$ cat src/rtl/alu_pkg.sv
// alu_pkg: Funct codes, ALUOp encodings and FSM state type for alu_mdu_unit
package alu_pkg;
  localparam logic [1:0] ALUOP_ADD = 2'b00;
  localparam logic [1:0] ALUOP_SUB = 2'b01;
  localparam logic [5:0] F_ADD   = 6'b100000;
  localparam logic [5:0] F_SUB   = 6'b100010;
  localparam logic [5:0] F_AND   = 6'b100100;
  localparam logic [5:0] F_OR    = 6'b100101;
  localparam logic [5:0] F_XOR   = 6'b100110;
  localparam logic [5:0] F_NOR   = 6'b100111;
  localparam logic [5:0] F_SLT   = 6'b101010;
  localparam logic [5:0] F_SLTU  = 6'b101011;
  localparam logic [5:0] F_MFHI  = 6'b010000;
  localparam logic [5:0] F_MFLO  = 6'b010010;
  localparam logic [5:0] F_MULT  = 6'b011000;
  localparam logic [5:0] F_MULTU = 6'b011001;
  localparam logic [5:0] F_DIV   = 6'b011010;
  localparam logic [5:0] F_DIVU  = 6'b011011;
  typedef enum logic [1:0] {S_IDLE, S_CALC, S_FINISH} state_e;
endpackage

$ cat src/rtl/mdu_iter.sv
// mdu_iter: one-bit-per-cycle shift-add multiplier / restoring divider on magnitudes
// Ports: clk, reset (async, active-high); load_i latches operands and op type;
// step_i advances one iteration; last_o flags the final iteration;
// hi_o/lo_o present the sign-corrected product or remainder/quotient.
module mdu_iter #(
  parameter int WIDTH = 32
) (
  input  logic             clk,
  input  logic             reset,
  input  logic             load_i,
  input  logic             step_i,
  input  logic             div_i,
  input  logic             signed_i,
  input  logic [WIDTH-1:0] a_i,
  input  logic [WIDTH-1:0] b_i,
  output logic             last_o,
  output logic [WIDTH-1:0] hi_o,
  output logic [WIDTH-1:0] lo_o
);
  localparam int CW = $clog2(WIDTH);
  logic [CW-1:0] cnt_q;
  logic [WIDTH-1:0] hi_q, lo_q, m_q, hi_d, lo_d, mag_a, mag_b;
  logic div_q, neg_lo_q, neg_hi_q, dz_q, sa, sb;
  logic [WIDTH:0] sum, shifted, diff;
  logic [2*WIDTH-1:0] prod;
  assign sa = signed_i & a_i[WIDTH-1];
  assign sb = signed_i & b_i[WIDTH-1];
  assign mag_a = sa ? -a_i : a_i;
  assign mag_b = sb ? -b_i : b_i;
  assign last_o = cnt_q == CW'(WIDTH - 1);
  // Multiply: {hi,lo} shifts right, lo starts as multiplier, m is multiplicand.
  // Divide: {hi,lo} shifts left, hi is partial remainder, lo collects quotient bits.
  always_comb begin
    sum = {1'b0, hi_q} + (lo_q[0] ? {1'b0, m_q} : '0);
    shifted = {hi_q, lo_q[WIDTH-1]};
    diff = shifted - {1'b0, m_q};
    hi_d = div_q ? (diff[WIDTH] ? shifted[WIDTH-1:0] : diff[WIDTH-1:0]) : sum[WIDTH:1];
    lo_d = div_q ? {lo_q[WIDTH-2:0], ~diff[WIDTH]} : {sum[0], lo_q[WIDTH-1:1]};
    prod = neg_lo_q ? -{hi_q, lo_q} : {hi_q, lo_q};
  end
  // A zero divisor yields an all-ones quotient and the dividend as remainder.
  assign hi_o = div_q ? (neg_hi_q ? -hi_q : hi_q) : prod[2*WIDTH-1:WIDTH];
  assign lo_o = div_q ? (dz_q ? '1 : neg_lo_q ? -lo_q : lo_q) : prod[WIDTH-1:0];
  always_ff @(posedge clk or posedge reset)
    if (reset) begin
      cnt_q <= '0;
      hi_q <= '0;
      lo_q <= '0;
      m_q <= '0;
      div_q <= 1'b0;
      neg_lo_q <= 1'b0;
      neg_hi_q <= 1'b0;
      dz_q <= 1'b0;
    end else if (load_i) begin
      cnt_q <= '0;
      div_q <= div_i;
      neg_lo_q <= sa ^ sb;
      neg_hi_q <= sa;
      dz_q <= b_i == '0;
      hi_q <= '0;
      lo_q <= div_i ? mag_a : mag_b;
      m_q <= div_i ? mag_b : mag_a;
    end else if (step_i) begin
      cnt_q <= cnt_q + CW'(1);
      hi_q <= hi_d;
      lo_q <= lo_d;
    end
endmodule

$ cat src/rtl/alu_mdu_unit.sv
// alu_mdu_unit: single-cycle ALU plus iterative multiply/divide with HI/LO registers
// Ports: clk, reset (async, active-high); start/ALUOp/Funct/SrcA/SrcB request;
// Result/Zero registered ALU output; done/illegal one-cycle pulses; busy during mul/div.
module alu_mdu_unit
  import alu_pkg::*;
#(
  parameter int WIDTH = 32
) (
  input  logic             clk,
  input  logic             reset,
  input  logic             start,
  input  logic [1:0]       ALUOp,
  input  logic [5:0]       Funct,
  input  logic [WIDTH-1:0] SrcA,
  input  logic [WIDTH-1:0] SrcB,
  output logic [WIDTH-1:0] Result,
  output logic             Zero,
  output logic             done,
  output logic             busy,
  output logic             illegal
);
  state_e state_q, state_d;
  logic [WIDTH-1:0] result_q, hi_q, lo_q, res, mdu_hi, mdu_lo;
  logic zero_q, done_q, illegal_q, accept, mc, ill, last;
  assign busy = state_q != S_IDLE;
  assign accept = start & ~busy;
  assign Result = result_q;
  assign Zero = zero_q;
  assign done = done_q;
  assign illegal = illegal_q;
  always_comb begin
    res = '0;
    mc = 1'b0;
    ill = 1'b0;
    if (ALUOp == ALUOP_ADD) res = SrcA + SrcB;
    else if (ALUOp == ALUOP_SUB) res = SrcA - SrcB;
    else
      case (Funct)
        F_ADD:  res = SrcA + SrcB;
        F_SUB:  res = SrcA - SrcB;
        F_AND:  res = SrcA & SrcB;
        F_OR:   res = SrcA | SrcB;
        F_XOR:  res = SrcA ^ SrcB;
        F_NOR:  res = ~(SrcA | SrcB);
        F_SLT:  res = WIDTH'($signed(SrcA) < $signed(SrcB));
        F_SLTU: res = WIDTH'(SrcA < SrcB);
        F_MFHI: res = hi_q;
        F_MFLO: res = lo_q;
        F_MULT, F_MULTU, F_DIV, F_DIVU: mc = 1'b1;
        default: ill = 1'b1;
      endcase
  end
  assign state_d = state_q == S_IDLE ? ((accept & mc) ? S_CALC : S_IDLE) :
                   state_q == S_CALC ? (last ? S_FINISH : S_CALC) : S_IDLE;
  mdu_iter #(.WIDTH(WIDTH)) u_mdu (
    .clk      (clk),
    .reset    (reset),
    .load_i   (accept & mc),
    .step_i   (state_q == S_CALC),
    .div_i    (Funct[1]),
    .signed_i (~Funct[0]),
    .a_i      (SrcA),
    .b_i      (SrcB),
    .last_o   (last),
    .hi_o     (mdu_hi),
    .lo_o     (mdu_lo)
  );
  // Illegal requests fall through with res = 0, so they clear Result and set Zero.
  always_ff @(posedge clk or posedge reset)
    if (reset) begin
      state_q <= S_IDLE;
      result_q <= '0;
      zero_q <= 1'b1;
      done_q <= 1'b0;
      illegal_q <= 1'b0;
      hi_q <= '0;
      lo_q <= '0;
    end else begin
      state_q <= state_d;
      done_q <= (accept & ~mc) | ((state_q == S_CALC) & last);
      illegal_q <= accept & ill;
      if (accept & ~mc) begin
        result_q <= res;
        zero_q <= res == '0;
      end
      if (state_q == S_FINISH) begin
        hi_q <= mdu_hi;
        lo_q <= mdu_lo;
      end
    end
endmodule

$ cat config.mk
export PLATFORM = sky130hd
export DESIGN_NAME = alu_mdu_unit
export DESIGN_NICKNAME = d
export VERILOG_FILES = /design/src/rtl/alu_pkg.sv /design/src/rtl/mdu_iter.sv /design/src/rtl/alu_mdu_unit.sv
export SDC_FILE = /design/constraint.sdc
export NUM_CORES = 1
export LEC_CHECK = 0
export BUFFER_PORTS_ARGS = -buffer_cell sky130_fd_sc_hd__buf_2
export CORE_AREA = 2 2 242 244
export CTS_BUF_LIST = sky130_fd_sc_hd__clkbuf_16
export CTS_CLUSTER_SIZE = 40
export DETAILED_ROUTE_END_ITERATION = 10
export DIE_AREA = 0 0 244 246
export GPL_TIMING_DRIVEN = 1
export MAX_ROUTING_LAYER = met4
export PLACE_DENSITY = 0.68
export SLEW_MARGIN = 5
export SYNTH_ARGS = -nofsm -noshare
export SYNTH_HDL_FRONTEND = slang
export SYNTH_HIERARCHICAL = 1
export SYNTH_SLANG_ARGS = --single-unit
$ cat constraint.sdc
create_clock -name clk -period 3.4 [get_ports clk]
set_input_delay 0.68 -clock clk [delete_from_list [all_inputs] [get_ports clk]]
set_output_delay 0.68 -clock clk [all_outputs]
set_load 0.01 [all_outputs]
# Word-level counts from Yosys, hierarchy flattened
# Index checks and enable logic that the tools add are counted.
word_totals:
  reg_bits: 206
  inputBits: 75
  out_inout_bits: 36
  elab_cells: 103
op_classes:
  add_sub_neg: 10
  magnitude_cmp: 2
  n_eq_ne: 18
  mux: 33
  bitwise_logic: 17
  reduce_logical: 8
op_table:
  columns: ["cell", "n"]
  rows:
  - ["$mux W32", 19]
  - ["$pmux W32 S10", 1]
  - ["$neg A32 Y32", 4]
  - ["$logic_not A32 Y1", 2]
  - ["$lt A32 B32 Y1", 2]
  - ["$mux W64", 1]
  - ["$neg A64 Y64", 1]
  - ["$eq A6 B6 Y1 const B", 8]
  - ["$eq A6 B5 Y1 const B", 6]
  - ["$add A32 B33 Y33", 1]
  - ["$sub A33 B32 Y33", 1]
  - ["$add A32 B32 Y32", 1]
  - ["$and A32 B32 Y32", 1]
  - ["$not A32 Y32", 1]
  - ["$or A32 B32 Y32", 1]
  - ["$sub A32 B32 Y32", 1]
  - ["$xor A32 B32 Y32", 1]
  - ["$reduce_or A14 Y1", 1]
  - ["$mux W5", 2]
  - ["$and A1 B1 Y1", 7]
  - ["$mux W1", 7]
  - ["$mux W2", 3]
  - ["$add A5 B1 Y5 const B", 1]
  - ["$eq A5 B5 Y1 const B", 1]
  - ["8 further kinds", 14]

# Longest topological paths before layout
# Gate-level depths: netlist of run 1.
depth:
  ltp_word: 8
  depth_mapped: 15
  ltp_nobuf: 15

# Modules after synthesis
# Netlist of run 1, hierarchy kept.
modules_own_cells:
  columns: ["mod", "instances", "cells_each", "area_each_um2", "seq_area_each_um2"]
  rows:
  - ["mdu_iter", 1, 1665, 12253.0, 2627.5]
  - ["alu_mdu_unit", 1, 1264, 10457.5, 2528.7]

# Worst setup path before layout of run 1
# OpenSTA, ideal clock, no wires.
synth_timing:
  kind: "input port to flip-flop"
  startpoint: "in SrcA[0]"
  endpoint: "reg zero_q (netlist: Zero)"
  setup_time_ns: 0.061
  arrival_time_ns: 3.757
  required_ns: 3.339
  setup_slack_ns: -0.418
  cell_stages: 15
  cell_sequence: "inv_1 -> ha_1 -> inv_1 -> fa_1 -> nor3b_1 -> o311ai_1 -> a311oi_2 -> a211oi_2 -> a21oi_1 -> a221oi_1 -> a21oi_1 -> nor4_2 -> nand4_1 -> nor4_1 -> a32o_2"
synth_via:
  elab_chain_len: 6
  word_cells_on_any_way: 12
  cone_classes: "2 x add/sub; 2 x order compare; 3 x mux; 4 x bitwise; 1 x reduce/logical"
synth_lines:
  columns: ["element", "line_no", "rtl"]
  rows:
  - ["start, declared", "alu_mdu_unit.sv:14", "input logic [WIDTH-1:0] SrcA,"]
  - ["branches (longest 4 deep; another with $sub A32 B32 Y32)", null, null]
  - ["$mux W32 *", "alu_mdu_unit.sv:35", "if (ALUOp == ALUOP_ADD) res = SrcA + SrcB;"]
  - ["$logic_not A32 Y1 *", "alu_mdu_unit.sv:84", "zero_q <= res == '0;"]
  - ["end signal, assigned", "alu_mdu_unit.sv:73", "zero_q <= 1'b1;"]
  - ["end signal, assigned", "alu_mdu_unit.sv:84", null]
  - ["end, declared", "alu_mdu_unit.sv:24", "logic zero_q, done_q, illegal_q, accept, mc, ill, last;"]
# Mark *: on every way between the ends.
# A chain may end at the register's enable or synchronous reset.

# Worst setup path after layout of run 1
# Ends and elaborated chain as after synthesis.

==> impl_results.md, run 1 <==
* Run status: complete, but fails checks
* Violations in the final reports: setup timing
* Post-route ant nets at 0
* Path type of the worst setup path: primary input to register
* Total power at 21.6 mW
* Proportion of power drawn by the clock network at 0.145
* Worst Slack Setup Final at -164 ps
* Global-route wire length before repair at 141000 um
* Number of violations of the max-capacitance limit at 0
* Sum of buffers and inverters on the critical path at 2
* Post-Synthesis Mean Instance Area at 7.75 sq um
* Post-Synthesis Cells at 2929
* Initial Util at 0.396
* Final worst path period need at 3560 ps
* Area of all placed cells without fillers at 30500 sq um
* Final number of hold-violating endpoints at 0
* Highest clock rate at 281 MHz
* Final cell count without fillers at 4357
* TritonCTS clock tree: yes
* Remaining global-route overflow at 0
* Register bit total from synthesis at 206
* Relative area change from synthesis to final layout at 34.3%
* Hold/Removal Path Class: primary input to async pin
* Die Area at 60000 sq um
* Critical Path Slowest Stage Cell: sky130_fd_sc_hd__fa_2
* Data arrival time of the critical path at 4080 ps
* Number of antenna violations at the first check in global routing at 3
* Slew at the pin closest to its max-slew limit at 1050 ps
* Sort of element at the start of the critical path: primary input
* Maximum number of pins on one net before global-route repair at 68
* Max rail drop VDD at 0.454 mV
* Root buf cell: sky130_fd_sc_hd__clkbuf_16
* Count of standard-cell rows at 88
* Number of nets produced by synthesis at 3174
* Combinational share of power at 0.655
* Sequential fraction of design power at 0.200
* Number of global-route vias before repair at 23700
* Number of distinct library cells after synthesis at 109
* Via total after detailed routing at 25500
* Total core area at 57400 sq um
* Via-to-Cell Ratio at 5.85
* Placed standard-cell area at 28700 sq um
* Boundary pin count at 111
* Buffers from clock root to sink, at most at 3
* # port buffers at 110
* Fraction of final layout cells sized beyond drive strength 1 at 0.302
* Largest delay contributor family on the critical path: compound AO/OA/AOI/OAI gates
* Routability congestion estimate from global placement at 1.01
* Clk slew on worst S/H paths at 70 ps
* Number of design rule violations left after detail routing at 0
* Cell area after synthesis at 22700 sq um
* Number of design-rule violations left by the first detailed-router iteration at 2838
* Internal cell power at 11.6 mW
* Required time of the critical path at 3920 ps
* Slew Viols, Final at 0
* Final net count at 3814
* Total placed cells including tap cells at 4292
* Clock network latency to the later pin of the worst-skew pair at 580 ps
* TritonCTS buffer count at 26
* Fraction of registers with async set or reset after synthesis at 1.00
* Proportion of synthesized chip area in sequential cells at 0.227
* Clock net sink count at 206
* Leakage power figure at 14.2 nW
* Post-Route Skew at 31.9 ps
* Most used flip-flop cell after synthesis: sky130_fd_sc_hd__dfrtp_1
* Die width at 244 um
* Number of levels the H-tree was split into at 1
* Worst setup EP type: register
* Cells traversed along the worst timing path: buf_6, buf_4, ha_1, fa_2, a21o_1, a221o_1, a21oi_1, a21oi_2, nor3b_2, o21ai_0, a221o_1, a21oi_2, nand4_1, nor4_2, a32o_2
* Final wirelength at 92700 um
* Vert. Die Dim at 246 um
* GRT Resource Usage Total at 0.308
* Number of filler instances in the final layout at 5369
* Total power per unit cell area at 707 nW/um^2
* Delay contributed by the slowest stage of the critical path at 360 ps
* Proportion of total power due to net switching at 0.464
* Syn. warnings at 6
* Worst rel slew slack at 0.297
* Number of synthesized flops with an enable pin at 0
* Final-report setup violation count at 1
* Portion of the clock cycle consumed by the worst path in the final layout at 1.05
* Wire length per cell at 21.3 um
* Net Switching at 10.0 mW
* Maximum net fanout on the critical path at 8
* Count of TritonRoute iterations in the first routing pass at 9
* Setup repair after global routing missed its margin: true
* Detailed-placement wirelength estimate at 74200 um
## what timing repair did
action                     CTS  global route
buffers inserted             6            11
pin swaps                   25            48
setup endpoints to repair   41            62
hold buffers                 0             0
resized for setup           59           113
## power groups by stage
stage	Sequential [mW]	Clock, mW	Combinational, mW
after floorplan	4.20	0	7.99
after global placement	4.27	0	13.1
after detailed placement	4.30	0	13.2
after CTS	4.28	3.16	13.5
after global routing	4.41	3.25	15.2
final	4.32	3.13	14.1
## per-stage QoR
step                      utilization  hold WS, ps  setup WS, ps  TNS [ps]
final                           0.532         96.8          -164      -164
after global routing            0.532          124          -247      -474
after CTS                       0.522         95.1         -92.4      -109
after detailed placement        0.500          462          -906    -12430
after global placement          0.500          457          -863    -11400
after floorplan                     -          447          -311      -311
## cells in the final DEF (no fill, tap or decap), drive strengths merged, types with 81 or more instances in the layout
cell,count
ha,166
buf,790
o21ai,233
nor3,86
dfrtp,205
nand2,307
inv,177
xor2,94
xnor2,121
mux2i,81
nor2,231
a21oi,230
## cells in the mapped netlist, types with 16 or more instances
| cell | instances | area share |
|---|---|---|
| sky130_fd_sc_hd__xor2_1 | 94 | 0.036 |
| sky130_fd_sc_hd__inv_1 | 173 | 0.029 |
| sky130_fd_sc_hd__o21ai_0 | 227 | 0.050 |
| sky130_fd_sc_hd__nor2_1 | 231 | 0.038 |
| sky130_fd_sc_hd__and3_1 | 20 | 0.0055 |
| sky130_fd_sc_hd__o21a_1 | 25 | 0.0083 |
| sky130_fd_sc_hd__or4_1 | 21 | 0.0069 |
| sky130_fd_sc_hd__nor2b_1 | 31 | 0.0085 |
| sky130_fd_sc_hd__nand3_1 | 50 | 0.011 |
| sky130_fd_sc_hd__a31oi_1 | 38 | 0.010 |
| sky130_fd_sc_hd__a222oi_1 | 22 | 0.0097 |
| sky130_fd_sc_hd__mux2i_1 | 81 | 0.036 |
| sky130_fd_sc_hd__nand2_1 | 306 | 0.051 |
| sky130_fd_sc_hd__clkbuf_1 | 132 | 0.022 |
| sky130_fd_sc_hd__buf_2 | 20 | 0.0044 |
| sky130_fd_sc_hd__ha_1 | 166 | 0.091 |
| sky130_fd_sc_hd__a211oi_1 | 28 | 0.0093 |
| sky130_fd_sc_hd__a21oi_1 | 230 | 0.051 |
| sky130_fd_sc_hd__nor4_1 | 27 | 0.0074 |
| sky130_fd_sc_hd__o31ai_1 | 36 | 0.012 |
| sky130_fd_sc_hd__or3_1 | 16 | 0.0044 |
| sky130_fd_sc_hd__o211ai_1 | 62 | 0.020 |
| sky130_fd_sc_hd__xnor2_1 | 121 | 0.047 |
| sky130_fd_sc_hd__nor3_1 | 86 | 0.019 |
| sky130_fd_sc_hd__nand4_1 | 21 | 0.0058 |
| sky130_fd_sc_hd__a21o_1 | 46 | 0.015 |
| sky130_fd_sc_hd__nand2b_1 | 23 | 0.0063 |
| sky130_fd_sc_hd__dfrtp_1 | 205 | 0.23 |
| sky130_fd_sc_hd__buf_1 | 20 | 0.0033 |
| sky130_fd_sc_hd__mux2_2 | 74 | 0.037 |
| sky130_fd_sc_hd__a22oi_1 | 27 | 0.0089 |
## cell type report
type	count	area [sq um]	area share
well taps	765	957	0.0314
multi-input cells	2371	16900	0.554
clock buffers	26	651	0.0213
inverters	174	682	0.0224
repair buffers	790	5860	0.192
diodes	3	7.51	0.000246
flip-flops and latches	206	5160	0.169
clock inverters	22	307	0.0101
## flip-flops by register name, indices dropped and copies added, names as in the netlist, 2 cells and up
| name | cells |
|---|---|
| Result | 32 |
| u_mdu/hi_q | 32 |
| u_mdu/lo_q | 32 |
| hi_q | 32 |
| u_mdu/cnt_q | 5 |
| lo_q | 32 |
| state_q | 2 |
| u_mdu/m_q | 32 |
## logic make-up (layout without fill, tap and decap cells)
kind of cell / Yosys count / count (layout) / synth area share
buffers and inverters: 352 / 1012 / 0.0606
muxes: 156 / 156 / 0.0731
other: 0 / 3 / 0
DFF: 206 / 206 / 0.227
adders and majority gates: 170 / 170 / 0.0950
and+or+nand+nor: 907 / 907 / 0.192
AOI/OAI and AO/OA: 923 / 923 / 0.269
xor gates and xnor gates: 215 / 215 / 0.0829
## path summary, 6_finish.rpt
path                                   to           from  cells after the start  slack (ps)
max in group asynchronous            Zero          reset                      3        2390
max                                  Zero        SrcA[0]                     15        -160
min reg2reg                    Result[26]     Result[26]                      2         470
max reg2reg                u_mdu/hi_q[23]  u_mdu/lo_q[0]                     15          30
min in group clk            u_mdu/m_q[31]       SrcA[31]                      3         470
min                        u_mdu/lo_q[29]          reset                      2         100
## worst reg2reg max path, stage by stage, from the launching register on
cell                        delay, ps
sky130_fd_sc_hd__dfrtp_2          440
sky130_fd_sc_hd__inv_4             90
sky130_fd_sc_hd__buf_4            130
sky130_fd_sc_hd__nor2_1            40
sky130_fd_sc_hd__ha_1             340
sky130_fd_sc_hd__a21oi_1          260
sky130_fd_sc_hd__o22ai_2          150
sky130_fd_sc_hd__a2111oi_4        220
sky130_fd_sc_hd__o31ai_2          120
sky130_fd_sc_hd__buf_4            150
sky130_fd_sc_hd__a311o_1          330
sky130_fd_sc_hd__buf_4            180
sky130_fd_sc_hd__buf_4            130
sky130_fd_sc_hd__a41o_1           230
sky130_fd_sc_hd__a32o_1           240
sky130_fd_sc_hd__o41ai_2          220
## layer usage
metal,vias to the layer above,share of wire,global-route usage
met5,-,0,-
met4,0,0.035,0.101
li1,11900,-,-
met2,1176,0.44,0.467
met1,12200,0.44,0.428
met3,196,0.080,0.0326
No activity file was read; power rests on OpenSTA's default activity.
==> run 2, diff against run 1 <==
--- a/config.mk
+++ b/config.mk
@@ -5,12 +5,13 @@
 export SDC_FILE = /design/constraint.sdc
 export NUM_CORES = 1
 export LEC_CHECK = 0
+export ABC_AREA = 1
 export BUFFER_PORTS_ARGS = -buffer_cell sky130_fd_sc_hd__buf_2
-export CORE_AREA = 2 2 242 244
+export CORE_AREA = 2 2 259 261
 export CTS_BUF_LIST = sky130_fd_sc_hd__clkbuf_16
 export CTS_CLUSTER_SIZE = 40
 export DETAILED_ROUTE_END_ITERATION = 10
-export DIE_AREA = 0 0 244 246
+export DIE_AREA = 0 0 261 263
 export GPL_TIMING_DRIVEN = 1
 export MAX_ROUTING_LAYER = met4
 export PLACE_DENSITY = 0.68
==> impl_results.md, run 2 <==
* Maximum net fanout on the critical path at 3 (-5)
* Number of nets produced by synthesis at 4701 (+48%)
* Clock net sink count at 206 (unchanged)
* Worst rel slew slack at 0.331 (+0.0340)
* Largest cells by area after synthesis: sky130_fd_sc_hd__nand2_1 (20%), sky130_fd_sc_hd__dfrtp_1 (20%), sky130_fd_sc_hd__inv_1 (9.7%), sky130_fd_sc_hd__ha_1 (7.9%), sky130_fd_sc_hd__nand3_1 (7.8%)
* Sort of element at the start of the critical path: primary input
* Die width at 261 um (+7.0%)
* TritonCTS clock tree: yes
* Number of levels the H-tree was split into at 1 (unchanged)
* Number of global-route vias before repair at 28000 (+18%)
* Commonest non-fill, non-tap cell in the layout: sky130_fd_sc_hd__nand2_1
* Number of design-rule violations left by the first detailed-router iteration at 4131 (+46%)
* R2r worst-path depth at 11 (-4)
* Most area-hungry cell type in the Yosys netlist: sky130_fd_sc_hd__nand2_1
* Destination of the worst register-to-register timing path: hi_q[30]
* Proportion of power drawn by the clock network at 0.135 (-0.010)
* Buffers from clock root to sink, at most at 3 (unchanged)
* Proportion of synthesized chip area in sequential cells at 0.197 (-0.0300)
* Number of synthesized flops with an enable pin at 0 (unchanged)
* Post-cts repair resize count at 0 (-100%)
* Cells traversed along the worst timing path: buf_2, inv_1, ha_1, inv_1, fa_1, buf_4, xor2_1, nor2_1, nor2_1, nand3_1, nand2_1, nand2_1, a21oi_1, nand4_1, buf_4, nor2_1, nand3_1, nor2_1, nand3_1, nand2_1
* Routability congestion estimate from global placement at 1.09 (+8.1%)
* Slew at the pin closest to its max-slew limit at 1000 ps (-52.2 ps)
* Wire length per cell at 21.5 um (+1.1%)
* Post-route ant nets at 0 (unchanged)
* Net Switching at 12.3 mW (+22%)
* Number of gates on the worst path with buffers counted at 20 (+5)
* Syn. warnings at 6 (unchanged)
* Combinational share of power at 0.655 (about the same)
* Register bit total from synthesis at 206 (unchanged)
* Vert. Die Dim at 263 um (+6.9%)
* Critical Path Slowest Stage Cell: sky130_fd_sc_hd__fa_1
* Most used flip-flop cell after synthesis: sky130_fd_sc_hd__dfrtp_1
* Cell area after synthesis at 26200 sq um (+15%)
* Fraction of final layout cells sized beyond drive strength 1 at 0.121 (-0.181)
* Final wirelength at 121000 um (+30%)
* Total core area at 65600 sq um (+14%)
* Maximum number of pins on one net before global-route repair at 106 (+56%)
* Setup repair after global routing missed its margin: false
* Final number of hold-violating endpoints at 0 (unchanged)
* Total power per unit cell area at 734 nW/um^2 (+3.9%)
* Number of violations of the max-capacitance limit at 0 (unchanged)
* Leakage power figure at 16.3 nW (+15%)
* Sequential fraction of design power at 0.210 (+0.010)
* Proportion of total power due to net switching at 0.552 (+0.0872)
* Via total after detailed routing at 31000 (+22%)
* Count of standard-cell rows at 94 (+6.8%)
* GRT Resource Usage Total at 0.353 (+0.0452)
* Portion of synthesized cell area occupied by the leading cell type at 0.198 (-0.0278)
* Highest clock rate at 326 MHz (+16%)
* Via-to-Cell Ratio at 5.52 (-5.6%)
* Global-route wire length before repair at 179000 um (+27%)
* Crit-path most repeated cell: sky130_fd_sc_hd__nor2_1
* Clk slew on worst S/H paths at 60 ps (about the same)
* # port buffers at 110 (unchanged)
* Boundary pin count at 111 (unchanged)
* Cell with the most instances after synthesis: sky130_fd_sc_hd__nand2_1
* Core utilization of the finished layout at 0.461 (-0.0706)
* Max rail drop VDD at 0.481 mV (+5.9%)
* Hold buffer count at cts at 0 (unchanged)
* Number of design rule violations left after detail routing at 0 (unchanged)
* Total power at 22.2 mW (+3.1%)
* Initial Util at 0.399 (+0.00287)
* RR Startpoint: u_mdu/lo_q[29]
* Post-Route Skew at 13.0 ps (-18.9 ps)
* Portion of the clock cycle consumed by the worst path in the final layout at 0.903 (-0.145)
* Number of distinct library cells after synthesis at 63 (-42%)
* Worst setup EP type: register
* Hold/Removal Path Class: primary input to async pin
* Post-Synthesis Mean Instance Area at 5.87 sq um (-24%)
* Commonest non-fill, non-tap cells in the layout: sky130_fd_sc_hd__nand2_1 (1380), sky130_fd_sc_hd__inv_1 (682), sky130_fd_sc_hd__nor2_1 (453)
* Relative area change from synthesis to final layout at 15.6%
* Largest delay contributor family on the critical path: simple AND/OR/NAND/NOR gates
* Clock network latency to the later pin of the worst-skew pair at 590 ps (about the same)
* Final net count at 4963 (+30%)
* Delay contributed by the slowest stage of the critical path at 380 ps (+20 ps)
* Remaining global-route overflow at 0 (unchanged)
* Final-report setup violation count at 0 (-1)
* Fraction of registers with async set or reset after synthesis at 1.00 (unchanged)
* List of most frequent post-synthesis cells: sky130_fd_sc_hd__nand2_1 (1381), sky130_fd_sc_hd__inv_1 (679), sky130_fd_sc_hd__nor2_1 (457)
* TritonCTS buffer count at 28 (+7.7%)
* Timing endpoint of the critical path: Zero
* Path type of the worst setup path: primary input to register
* Detailed-placement wirelength estimate at 98900 um (+33%)
* Internal cell power at 9.96 mW (-14%)
* Number of antenna violations at the first check in global routing at 8 (+5)
* Count of TritonRoute iterations in the first routing pass at 6 (-3)
* Die Area at 68600 sq um (+14%)
* Data arrival time of the critical path at 3600 ps (-480 ps)
* Internal reg-to-reg setup slack at 430 ps (+400 ps)
* Worst setup path start: SrcA[0]
* Required time of the critical path at 3930 ps (about the same)
* Slew Viols, Final at 0 (unchanged)
* Post-Synthesis Cells at 4456 (+52%)
* Root buf cell: sky130_fd_sc_hd__clkbuf_16
* Run status: complete, no violations
* Sum of buffers and inverters on the critical path at 5 (+3)
* Post-CTS setup buffer count at 0 (-6)
* Final worst path period need at 3070 ps (-492 ps)
run 2: changes by cell type after synthesis, sizes merged, moves of 33 or more:
cell and change:
xnor2 -88, nor3 -33, clkbuf -53, nand3 +362
mux2i -81, a21oi -43, o21ai +37, inv +516
nand2 +1096, nor2 +248, a21o -37
run 2: final cells by class:
type                            instances  area (sq um)
Inverter                              692          2600
Timing Repair Buffer                  376          2740
Sequential cell                       206          5160
Clock inverter                         23           180
Antenna cell                            6          15.0
Clock buffer                           29           726
Tap cell                              864          1080
Fill cell                            7239         35400
Multi-Input combinational cell       3414         17800
run 2: per-layer routing:
layer  share of wire  vias to the layer above  GRT usage
li1                -                    14800          -
met1            0.45                    14300      0.514
met2            0.42                     1718      0.497
met3            0.11                      189     0.0577
met4           0.029                        0     0.0983
met5               0                        -          -
run 2: power groups by stage:
stage               clock network [mW]  registers (mW)  logic, mW
floorplan                            0            4.28       9.31
global placement                     0            4.65       14.0
detailed placement                   0            4.68       14.1
CTS                               3.05            4.64       14.1
global route                      3.14            4.77       16.0
finish                            3.00            4.68       14.5
run 2: cells by family after synthesis:
kind of cell	count (synthesis)	share of synthesized area
simple gates	2431	0.390
buf+inv	836	0.126
compound gates	652	0.145
flops	206	0.197
fa+ha+maj	170	0.0824
xor+xnor	105	0.0351
mux	56	0.0241
run 2: metrics by stage:
step	cell area (sq um)	setup slack, ps	hold slack [ps]	instances	setup TNS [ps]
floorplan	26200	74.5	434	4456	0
global placement	29300	-184	447	5552	-184
detailed placement	29300	-150	452	5552	-150
CTS	30200	456	164	5604	0
global route	30300	112	185	5610	0
finish	30300	328	169	5610	0
run 2: worst min-delay path by stage:
stage	end	start	cells past startpoint
after global routing	hi_q[16]	reset	2
final	hi_q[16]	reset	2
after CTS	hi_q[16]	reset	2
after floorplan	u_mdu/cnt_q[3]	u_mdu/cnt_q[3]	1
after detailed placement	u_mdu/cnt_q[3]	u_mdu/cnt_q[3]	1
after global placement	u_mdu/cnt_q[3]	u_mdu/cnt_q[3]	1
